==> config.mk <==
export PLATFORM = sky130hd
export DESIGN_NAME = ptp_int_svc_flat
export DESIGN_NICKNAME = d
export VERILOG_FILES = /design/src/rtl/ptp_int_svc_pkg.sv /design/src/rtl/ptp_int_svc_if.sv /design/src/rtl/ptp_int_svc_evt_cnt.sv /design/src/rtl/ptp_int_svc.sv /design/src/flat_wrapper.sv
export SDC_FILE = /design/constraint.sdc
export NUM_CORES = 1
export LEC_CHECK = 0
export ABC_AREA = 1
export CAP_MARGIN = 20
export CORE_MARGIN = 2
export CORE_UTILIZATION = 51
export CTS_CLUSTER_DIAMETER = 120
export DETAILED_ROUTE_END_ITERATION = 10
export PLACE_DENSITY = 0.86
export SLEW_MARGIN = 20
export SYNTH_ARGS = -nofsm -noshare
export SYNTH_HDL_FRONTEND = slang
export SYNTH_SLANG_ARGS = --single-unit
==> constraint.sdc <==
create_clock -name bus2ip_clk -period 4.7 [get_ports bus2ip_clk]
set_clock_uncertainty 0.05 [all_clocks]
set_input_delay 0.705 -clock bus2ip_clk [delete_from_list [all_inputs] [get_ports bus2ip_clk]]
set_output_delay 0.705 -clock bus2ip_clk [all_outputs]
set_load 0.05 [all_outputs]
==> src/rtl/ptp_int_svc_pkg.sv <==
// Shared types and constants for the PTP interrupt-servicing initiator.
package ptp_int_pkg;

    // Servicing FSM. WR_MASK is encoded as zero because it is the reset state.
    typedef enum logic [2:0] {
        ST_WR_MASK  = 3'd0,
        ST_RD_MASK  = 3'd1,
        ST_IDLE     = 3'd2,
        ST_RD_STAT  = 3'd3,
        ST_DISPATCH = 3'd4,
        ST_HOLDOFF  = 3'd5
    } state_e;

    // Register offsets relative to INT_BASE_ADDR.
    localparam logic [31:0] STAT_OFS = 32'd0;
    localparam logic [31:0] MASK_OFS = 32'd1;

    // Bit positions of the three interrupt sources in mask and status words.
    localparam int XMS = 2;
    localparam int RX  = 1;
    localparam int TX  = 0;

    typedef logic [2:0] src_t;

endpackage

==> src/rtl/ptp_int_svc_if.sv <==
// Bus between this initiator (master) and the interrupt controller (slave).
interface ptp_int_svc_if;
    logic [31:0] bus2ip_addr;
    logic [31:0] bus2ip_data;
    logic        bus2ip_rd_ce;
    logic        bus2ip_wr_ce;
    logic [31:0] ip2bus_data;

    modport master (
        output bus2ip_addr, bus2ip_data, bus2ip_rd_ce, bus2ip_wr_ce,
        input  ip2bus_data
    );

    modport slave (
        input  bus2ip_addr, bus2ip_data, bus2ip_rd_ce, bus2ip_wr_ce,
        output ip2bus_data
    );
endinterface

==> src/rtl/ptp_int_svc_evt_cnt.sv <==
// Saturating event counter: counts inc_i pulses and sticks at all-ones.
module ptp_evt_cnt #(
    parameter int CNT_W = 16
) (
    input  logic             clk,
    input  logic             rst_n,
    input  logic             inc_i,
    output logic [CNT_W-1:0] cnt_o
);

    logic [CNT_W-1:0] cnt_q;
    logic [CNT_W-1:0] cnt_d;

    // Increment on each pulse unless already saturated.
    always_comb begin
        // NOTE: default-assign every always_comb output first so no path leaves it unassigned (no latch).
        cnt_d = cnt_q;
        if (inc_i && (cnt_q != '1)) begin
            cnt_d = cnt_q + 1'b1;
        end
    end

    // Counter register, cleared only by reset.
    always_ff @(posedge clk) begin
        // NOTE: sequential state uses non-blocking assignment so every flop samples pre-edge values.
        if (!rst_n) begin
            cnt_q <= '0;
        end else begin
            cnt_q <= cnt_d;
        end
    end

    assign cnt_o = cnt_q;

endmodule

==> src/rtl/ptp_int_svc.sv <==
// Interrupt-servicing bus initiator: programs the controller mask, reads the
// read-clear status on interrupt and dispatches per-source event pulses/counts.
module ptp_int_svc
    import ptp_int_pkg::*;
#(
    parameter logic [31:0] INT_BASE_ADDR = 32'h0,
    parameter int          HOLDOFF       = 6,
    parameter int          CNT_W         = 16
) (
    input  logic             bus2ip_clk,
    input  logic             bus2ip_rst_n,
    input  logic             int_ptp_i,
    ptp_int_svc_if.master    bus,
    input  logic [2:0]       cfg_mask_i,
    output logic             evt_xms_o,
    output logic             evt_rx_o,
    output logic             evt_tx_o,
    output logic [CNT_W-1:0] cnt_xms_o,
    output logic [CNT_W-1:0] cnt_rx_o,
    output logic [CNT_W-1:0] cnt_tx_o,
    output logic [2:0]       last_status_o,
    output logic             cfg_err_o,
    output logic             busy_o
);

    localparam int             HW        = (HOLDOFF > 2) ? $clog2(HOLDOFF) : 1;
    localparam logic [HW-1:0]  HOLD_LOAD = HW'(HOLDOFF - 1);

    state_e        state_q, state_d;
    logic [HW-1:0] hold_q, hold_d;
    src_t          mask_q, mask_d;
    src_t          status_q, status_d;
    logic          err_q, err_d;
    logic [31:0]   addr_q, addr_d;
    logic [31:0]   wdata_q, wdata_d;
    logic          rd_ce, wr_ce;
    src_t          evt;
    logic          unused_rdata_hi;

    assign unused_rdata_hi = ^bus.ip2bus_data[31:3];

    // State register; reset lands in WR_MASK so the mask is programmed first.
    always_ff @(posedge bus2ip_clk) begin
        if (!bus2ip_rst_n) begin
            state_q <= ST_WR_MASK;
        end else begin
            state_q <= state_d;
        end
    end

    // Next-state logic; a mask change in IDLE wins over a pending interrupt.
    always_comb begin
        state_d = state_q;
        unique case (state_q)
            ST_WR_MASK:  state_d = ST_RD_MASK;
            ST_RD_MASK:  state_d = ST_HOLDOFF;
            ST_IDLE: begin
                if (cfg_mask_i != mask_q) begin
                    state_d = ST_WR_MASK;
                end else if (int_ptp_i) begin
                    state_d = ST_RD_STAT;
                end
            end
            ST_RD_STAT:  state_d = ST_DISPATCH;
            ST_DISPATCH: state_d = ST_HOLDOFF;
            ST_HOLDOFF:  if (hold_q == '0) state_d = ST_IDLE;
            default:     state_d = ST_WR_MASK;
        endcase
    end

    // Bus strobes, address/data drive and event pulses decoded from the state.
    always_comb begin
        rd_ce   = 1'b0;
        wr_ce   = 1'b0;
        evt     = '0;
        addr_d  = addr_q;
        wdata_d = wdata_q;
        unique case (state_q)
            ST_WR_MASK: begin
                wr_ce   = 1'b1;
                addr_d  = INT_BASE_ADDR + MASK_OFS;
                wdata_d = {29'b0, cfg_mask_i};
            end
            ST_RD_MASK: begin
                rd_ce  = 1'b1;
                addr_d = INT_BASE_ADDR + MASK_OFS;
            end
            ST_RD_STAT: begin
                rd_ce  = 1'b1;
                addr_d = INT_BASE_ADDR + STAT_OFS;
            end
            ST_DISPATCH: evt = status_q;
            default: ;
        endcase
    end

    // Mask shadow, readback error, captured status and holdoff countdown.
    always_comb begin
        mask_d   = mask_q;
        err_d    = err_q;
        status_d = status_q;
        hold_d   = hold_q;
        unique case (state_q)
            ST_WR_MASK: mask_d = cfg_mask_i;
            ST_RD_MASK: if (bus.ip2bus_data[2:0] != mask_q) err_d = 1'b1;
            ST_RD_STAT: status_d = bus.ip2bus_data[2:0];
            ST_HOLDOFF: if (hold_q != '0) hold_d = hold_q - 1'b1;
            default: ;
        endcase
        if ((state_d == ST_HOLDOFF) && (state_q != ST_HOLDOFF)) begin
            hold_d = HOLD_LOAD;
        end
    end

    // Datapath registers.
    always_ff @(posedge bus2ip_clk) begin
        if (!bus2ip_rst_n) begin
            hold_q   <= '0;
            mask_q   <= '0;
            status_q <= '0;
            err_q    <= 1'b0;
            addr_q   <= '0;
            wdata_q  <= '0;
        end else begin
            hold_q   <= hold_d;
            mask_q   <= mask_d;
            status_q <= status_d;
            err_q    <= err_d;
            addr_q   <= addr_d;
            wdata_q  <= wdata_d;
        end
    end

    // NOTE: the FSM resets into WR_MASK, so state-decoded outputs are qualified with
    // bus2ip_rst_n to keep them at 0 while reset is held; the mask write then shows
    // up in the first cycle after release.
    assign bus.bus2ip_rd_ce = rd_ce & bus2ip_rst_n;
    assign bus.bus2ip_wr_ce = wr_ce & bus2ip_rst_n;
    assign bus.bus2ip_addr  = bus2ip_rst_n ? addr_d  : '0;
    assign bus.bus2ip_data  = bus2ip_rst_n ? wdata_d : '0;
    assign evt_xms_o        = evt[XMS] & bus2ip_rst_n;
    assign evt_rx_o         = evt[RX]  & bus2ip_rst_n;
    assign evt_tx_o         = evt[TX]  & bus2ip_rst_n;
    assign busy_o           = bus2ip_rst_n & (state_q != ST_IDLE);
    assign last_status_o    = status_q;
    assign cfg_err_o        = err_q;

    ptp_evt_cnt #(.CNT_W(CNT_W)) u_cnt_xms (
        .clk(bus2ip_clk), .rst_n(bus2ip_rst_n), .inc_i(evt_xms_o), .cnt_o(cnt_xms_o)
    );
    ptp_evt_cnt #(.CNT_W(CNT_W)) u_cnt_rx (
        .clk(bus2ip_clk), .rst_n(bus2ip_rst_n), .inc_i(evt_rx_o), .cnt_o(cnt_rx_o)
    );
    ptp_evt_cnt #(.CNT_W(CNT_W)) u_cnt_tx (
        .clk(bus2ip_clk), .rst_n(bus2ip_rst_n), .inc_i(evt_tx_o), .cnt_o(cnt_tx_o)
    );

endmodule

==> src/flat_wrapper.sv <==
// flat-port wrapper written by rule: the top's interface ports become plain ports
module ptp_int_svc_flat import ptp_int_pkg::*;
#(
    parameter logic [31:0] INT_BASE_ADDR = 32'h0,
    parameter int          HOLDOFF       = 6,
    parameter int          CNT_W         = 16
)
  (bus2ip_clk, bus2ip_rst_n, int_ptp_i, cfg_mask_i, evt_xms_o, evt_rx_o, evt_tx_o, cnt_xms_o, cnt_rx_o, cnt_tx_o, last_status_o, cfg_err_o, busy_o, bus_bus2ip_addr, bus_bus2ip_data, bus_bus2ip_rd_ce, bus_bus2ip_wr_ce, bus_ip2bus_data);
  ptp_int_svc_if bus_i ();
  input  logic bus2ip_clk;
  input  logic bus2ip_rst_n;
  input  logic int_ptp_i;
  input  logic [2:0] cfg_mask_i;
  output logic evt_xms_o;
  output logic evt_rx_o;
  output logic evt_tx_o;
  output logic [CNT_W-1:0] cnt_xms_o;
  output logic [CNT_W-1:0] cnt_rx_o;
  output logic [CNT_W-1:0] cnt_tx_o;
  output logic [2:0] last_status_o;
  output logic cfg_err_o;
  output logic busy_o;
  output wire logic [$bits(bus_i.bus2ip_addr)-1:0] bus_bus2ip_addr;
  output wire logic [$bits(bus_i.bus2ip_data)-1:0] bus_bus2ip_data;
  output wire logic [$bits(bus_i.bus2ip_rd_ce)-1:0] bus_bus2ip_rd_ce;
  output wire logic [$bits(bus_i.bus2ip_wr_ce)-1:0] bus_bus2ip_wr_ce;
  input wire logic [$bits(bus_i.ip2bus_data)-1:0] bus_ip2bus_data;
  assign bus_bus2ip_addr = bus_i.bus2ip_addr;
  assign bus_bus2ip_data = bus_i.bus2ip_data;
  assign bus_bus2ip_rd_ce = bus_i.bus2ip_rd_ce;
  assign bus_bus2ip_wr_ce = bus_i.bus2ip_wr_ce;
  assign bus_i.ip2bus_data = bus_ip2bus_data;
  ptp_int_svc #(.INT_BASE_ADDR(INT_BASE_ADDR), .HOLDOFF(HOLDOFF), .CNT_W(CNT_W)) u_core (.bus2ip_clk(bus2ip_clk), .bus2ip_rst_n(bus2ip_rst_n), .int_ptp_i(int_ptp_i), .bus(bus_i), .cfg_mask_i(cfg_mask_i), .evt_xms_o(evt_xms_o), .evt_rx_o(evt_rx_o), .evt_tx_o(evt_tx_o), .cnt_xms_o(cnt_xms_o), .cnt_rx_o(cnt_rx_o), .cnt_tx_o(cnt_tx_o), .last_status_o(last_status_o), .cfg_err_o(cfg_err_o), .busy_o(busy_o));
endmodule
Word level (Yosys, flattened, before mapping)

Cells that the tools add are included.

Flip-flop bits (word level): 125
Bits of input ports: 38
Output and inout port bits: 122
Word-level logic and storage cells: 65

Add/subtract/negate cells: 4
Eq/ne operators: 13
Multiplexer cells: 14
Bitwise logic cells: 7
Reduce and logical (&&, ||, !) cells: 16

Operators with widths:

| cell                                                                  | count |
|---|---|
| 32-bit 2-to-1 mux                                                     | 3 |
| 32-bit one-hot mux with 2 select lines                                | 1 |
| 16-bit by 1-bit adder with 16-bit output, second input constant       | 3 |
| 16-bit != test, second input constant                                 | 3 |
| 3-bit 2-to-1 mux                                                      | 7 |
| 3-bit one-hot mux with 5 select lines                                 | 1 |
| 3-bit equality test, second input constant                            | 3 |
| 2-bit OR reduction                                                    | 4 |
| 1-bit AND                                                             | 6 |
| 3-bit by 2-bit equality test with 1-bit output, second input constant | 2 |
| 3-bit zero test                                                       | 2 |
| 3-bit != test                                                         | 2 |
| 2-bit AND reduction                                                   | 3 |
| 1-bit logical AND                                                     | 4 |
| 2-bit nonzero test                                                    | 2 |
| 3-bit by 1-bit equality test with 1-bit output, second input constant | 1 |
| 3-bit by 2-bit != test with 1-bit output, second input constant       | 1 |
| 3-bit != test, second input constant                                  | 1 |
| 3-bit nonzero test                                                    | 1 |
| 3-bit by 1-bit subtractor with 3-bit output, second input constant    | 1 |
| 1-bit 2-to-1 mux                                                      | 2 |
| 1-bit inverter                                                        | 1 |

Logic depth before layout (Yosys ltp)

Depth after elaboration: 7
Depth in mapped cells: 10
Depth with buffers taken out: 10

Hierarchy

A second synthesis with hierarchy kept.

Cells, all modules: 761
Area total of the unflattened synthesis: 5,502.8 µm²

By module, submodules not included:

| module      | times used | cells each | area each (µm²) |
|---|---|---|---|
| ptp_evt_cnt | 3          | 149        | 996.0 |
| ptp_int_svc | 1          | 314        | 2,514.9 |

Worst setup path before layout

Ideal clock, no wire load.

Path type: input port to output port
Start point: in bus2ip_rst_n
End point: out bus_bus2ip_data[0]
Arrival time: 2.254 ns
Data required time: 3.945 ns
Path slack: 1.691 ns
Stages on the path: 5
Buffers on the path: 1
Cells stage by stage: buf_2 -> inv_2 -> nor2_1 -> nand2_1 -> nand2_1

Longest elaborated chain between the ends: 1

RTL lines:

| element           | RTL line           | source |
|---|---|---|
| from (decl)       | flat_wrapper.sv:11 | `input logic bus2ip_rst_n;` |
| 32-bit 2-to-1 mux | -                  |  |
| to (decl)         | flat_wrapper.sv:24 | `output wire logic [$bits(bus_i.bus2ip_data)-1:0] bus_bus2ip_data;` |

Every way passes these cells.

Final worst setup path

Start point: in bus2ip_rst_n
End point: out evt_rx_o

Longest elaborated chain between the ends: 1

RTL lines:

| element   | RTL line           | source |
|---|---|---|
| 1-bit AND | ptp_int_svc.sv:142 | `assign evt_rx_o = evt[RX] & bus2ip_rst_n;` |
| to (decl) | flat_wrapper.sv:15 | `output logic evt_rx_o;` |

Every way passes these cells.

==> run summary <==
In the synthesized netlist the dominant register cell turns out to be sky130_fd_sc_hd__dfxtp_1. After detailed routing, the number of vias per cell comes to 4.95. The internal power summed over all cells came out at 1.81 mW. The worst register-to-register path begins at u_core.u_cnt_rx.cnt_o[0]$_SDFFE_PN0P_. The layout-stage area growth over the synthesis result was 36.8%. The proportion of synthesized flip-flops having asynchronous set or reset is 0.

The most critical setup path has its startpoint at bus2ip_rst_n. The run gives 5007 as the routed via count. The tools report the post-layout net count as 905.

The cell count after synthesis came out at 733. For the insertion delay to the later sink of the worst-skew pair, the log shows 0.51 ns. Traced cell by cell, the critical path runs through clkdlybuf4s50_1 -> nand2_1 -> nor2_8 -> clkdlybuf4s50_1.

For the sequential group share of total power, the log shows 0.432. Buffers placed on the I/O ports in this run total 130. For this block, the initial DRC count from the detailed router was 217. The tools report the kind of start point of the critical path as an input port. The run gives 0.467 as the portion of the post-synthesis area used by sequential elements.

The x dimension of the die works out to 106 µm. The number of global-route vias before repair was 4580; the die outline height was 106 µm. The cell area that synthesis handed to floorplanning was 5360 µm². The end-of-flow core utilization came out at 0.713. The mean routed wirelength per cell was 13.0 µm; the routed wire length was 13100 µm. The worst-path cell with the longest stage delay was sky130_fd_sc_hd__clkdlybuf4s50_1.

The number of antenna diodes in the final layout is 0. Maximum number of pins on one net before global-route repair: 61. For the pin with the worst max-slew slack, the measured transition is 0.614 ns. The required time of the worst setup path came out at 3.94 ns. The largest incremental delay on the critical path came out at 0.82 ns. Measured in cells, the most critical reg-to-reg path has a length of 7.

Detailed placement finished with a half-perimeter wire length of 8500 µm. The synthesized design contains 125 register bits. The run gives 0.490 as the share of power burned in the clock network.

The hold violation count in the final report came out at 0. For this run, the detailed router's first-pass iteration total came to 5. Buffers added to address setup during post-CTS repair amount to 0. For this run the aggregate overflow at the end of global routing stands at 0. The run gives 0 as the number of buffers inserted for hold repair after clock tree synthesis.

TritonCTS built the clock tree. The switching part of the total works out to 0.282. The cell that appears most often on the critical path is sky130_fd_sc_hd__clkdlybuf4s50_1. The total DRC errors in the routed layout is 0, and the count of boundary I/O pins is 160. Once the clock tree was built, the resizer swapped 0 gates to a different size. The region available for standard cell placement spans 10300 µm². Setup repair after global routing left no endpoint under its margin. The first global-routing pass estimated 21600 µm of wire. Final count of negative-setup-slack endpoints: 0. The tools report the timing endpoint of the critical path as evt_rx_o. The max-slew violation total from the final report is 0, and the sum of negative setup slack is 0 ns. The effective utilization at floorplan was 0.521.

Across the run, the number of max-cap violations was 0. For this design the total switching power over the nets is 0.714 mW. For this run, the number of Yosys warnings is 0. Timing-limited maximum frequency: 282 MHz. A synthesized cell averages 7.31 µm². The tools report the root buffer cell as sky130_fd_sc_hd__clkbuf_8. The number of synthesized flops with an enable pin is 0, and the final estimated routing congestion in global placement is 0.903.

In this run the static leakage power is 2.81 nW. The setup check on the worst reg-to-reg path leaves a slack of 2.69 ns. The number of antenna violations at the first check in global routing is 0. The fraction of layout instances using a drive strength above 1 was 0.155. The share of the cycle needed by the critical path after routing is 0.755. CTS saw 125 sinks. The logs give 11300 µm² for the overall die area and 776 for the post-synthesis net count. Subtracting the final worst setup slack from the clock period gives 3.55 ns. After clock tree synthesis, the clock-pin slew on the worst setup and hold paths is 0.07 ns. The logs give 17 for the total CTS buffers and 0.000290 V for the highest ir drop seen on vdd.

The run finished with clean final reports. STA classifies the critical path endpoint as an output pin. The combined global-route utilization of all metal layers was 0.234. The path type of the worst setup path was in -> out. The H-tree generated during clock tree synthesis spans 4 levels.

Fill cells in the final layout number 816. The count of nets left with antenna violations once routing finished came out at 0. The number of buffers on the longest clock path is 2.

Of all nets on the critical path, the largest fanout is 14. The fraction of power consumed by combinational cells was 0.078. The endpoint identified for the worst register-to-register timing path is u_core.u_cnt_rx.cnt_o[13]$_SDFFE_PN0P_. For the tightest slew margin relative to the limit, the log shows 0.589. The logs give 2.79 ns for the data arrival time of the worst path and 37 for the cell row count.

Power density over the cells: 345 nW/µm². The number of different library cells used by synthesis comes to 33. In this run the worst hold path is classified as reg -> reg.
[synth_stat cells (3+ instances only)]
cell                       count  area [µm²]
sky130_fd_sc_hd__nand2_2       8        50.1
sky130_fd_sc_hd__xor2_1       11        96.3
sky130_fd_sc_hd__inv_1        73         274
sky130_fd_sc_hd__a21oi_2       8        70.1
sky130_fd_sc_hd__nor3_1        9        45.0
sky130_fd_sc_hd__clkbuf_1      7        26.3
sky130_fd_sc_hd__nand4_1      12        75.1
sky130_fd_sc_hd__xnor2_1      16         140
sky130_fd_sc_hd__dfxtp_1     125        2500
sky130_fd_sc_hd__buf_2         9        45.0
sky130_fd_sc_hd__nor2_1      138         518
sky130_fd_sc_hd__a21oi_1      29         145
sky130_fd_sc_hd__nand3_1      45         225
sky130_fd_sc_hd__inv_2         3        11.3
sky130_fd_sc_hd__ha_1          5        62.6
sky130_fd_sc_hd__o21ai_0      18        90.1
sky130_fd_sc_hd__nand2_1     192         721
sky130_fd_sc_hd__buf_6         5        56.3
[kinds of logic (layout without fill, tap and decap cells)]
family          Yosys count  in the layout  synth area share
flops                   125            125             0.467
simple gates            418            418             0.334
compound gates           58             58            0.0628
fa+ha+maj                 5              5            0.0117
buf+inv                 100            242            0.0804
xor+xnor                 27             27            0.0441
[power groups by stage]
| stage | sequential, mW | clock (mW) | combinational (mW) |
|---|---|---|---|
| floorplan | 1.12 | 0 | 0.131 |
| global placement | 1.11 | 0 | 0.193 |
| detailed placement | 1.12 | 0 | 0.195 |
| CTS | 1.09 | 1.26 | 0.197 |
| global route | 1.09 | 1.30 | 0.216 |
| finish | 1.09 | 1.24 | 0.196 |
[metrics by stage]
| step | cells | instance area (µm²) | total power, mW | setup slack [ns] | hold slack [ns] |
|---|---|---|---|---|---|
| after global routing | 1011 | 7330 | 2.61 | 0.944 | 0.393 |
| after CTS | 1011 | 7330 | 2.55 | 1.10 | 0.374 |
| after detailed placement | 979 | 6770 | 1.31 | 1.12 | 0.364 |
| after global placement | 979 | 6770 | 1.31 | 1.14 | 0.361 |
| after floorplan | 733 | 5360 | 1.25 | 1.69 | 0.436 |
| final | 1011 | 7330 | 2.53 | 1.15 | 0.375 |
[flip-flops by register name, summed over array words and instances, names as in the netlist]
signal and count:
u_core.state_q 3, u_core.mask_q 3, u_core.addr_q 32, u_core.u_cnt_xms.cnt_o 16
u_core.wdata_q 32, u_core.last_status_o 3, u_core.hold_q 3, u_core.u_cnt_rx.cnt_o 16
u_core.cfg_err_o 1, u_core.u_cnt_tx.cnt_o 16
[area by class of cell]
| type | count | area [µm²] | share of cell area |
|---|---|---|---|
| clock inverters | 15 | 141 | 0.0193 |
| repair buffers | 133 | 1380 | 0.188 |
| flip-flops and latches | 125 | 2500 | 0.341 |
| inverters | 77 | 292 | 0.0398 |
| well taps | 136 | 170 | 0.0232 |
| multi-input cells | 508 | 2430 | 0.331 |
| clock buffers | 17 | 414 | 0.0565 |
[how the worst min path moves through the flow]
| stage | startpoint | to | slack (ns) | cells after the start |
|---|---|---|---|---|
| floorplan | u_core.mask_q[1]$_SDFFE_PN0P_ | u_core.mask_q[1]$_SDFFE_PN0P_ | 0.44 | 2 |
| global placement | u_core.wdata_q[9]$_DFF_P_ | u_core.wdata_q[9]$_DFF_P_ | 0.36 | 2 |
| detailed placement | u_core.wdata_q[28]$_DFF_P_ | u_core.wdata_q[28]$_DFF_P_ | 0.36 | 2 |
| CTS | u_core.wdata_q[27]$_DFF_P_ | u_core.wdata_q[27]$_DFF_P_ | 0.37 | 2 |
| global route | u_core.wdata_q[13]$_DFF_P_ | u_core.wdata_q[13]$_DFF_P_ | 0.39 | 2 |
| finish | u_core.wdata_q[6]$_DFF_P_ | u_core.wdata_q[6]$_DFF_P_ | 0.38 | 2 |
[critical path, delay by kind of cell]
kind	cells	cell delay [ns]
buffers and inverters	2	1.63
and+or+nand+nor	2	0.45
[layout by cell type (no fill, tap or decap), drive strengths merged]
cell type      instances
dfxtp                125
inv                   88
clkbuf                17
ha                     5
xor2                  11
nor2                 144
nor3b                  1
nand4                 12
nand2                202
nand3                 47
o21ai                 20
and3                   1
clkinv                 3
xnor2                 16
clkdlybuf4s50         63
nand3b                 2
a21oi                 37
clkinvlp               1
a31oi                  1
nor3                   9
buf                   70
[per-layer routing]
layer,part of all wire,global-route usage
met5,0,0
met3,0.070,0.0877
met4,0.012,0.0761
met1,0.43,0.276
met2,0.49,0.395
Note: power is estimated with default switching activity, not from simulation.
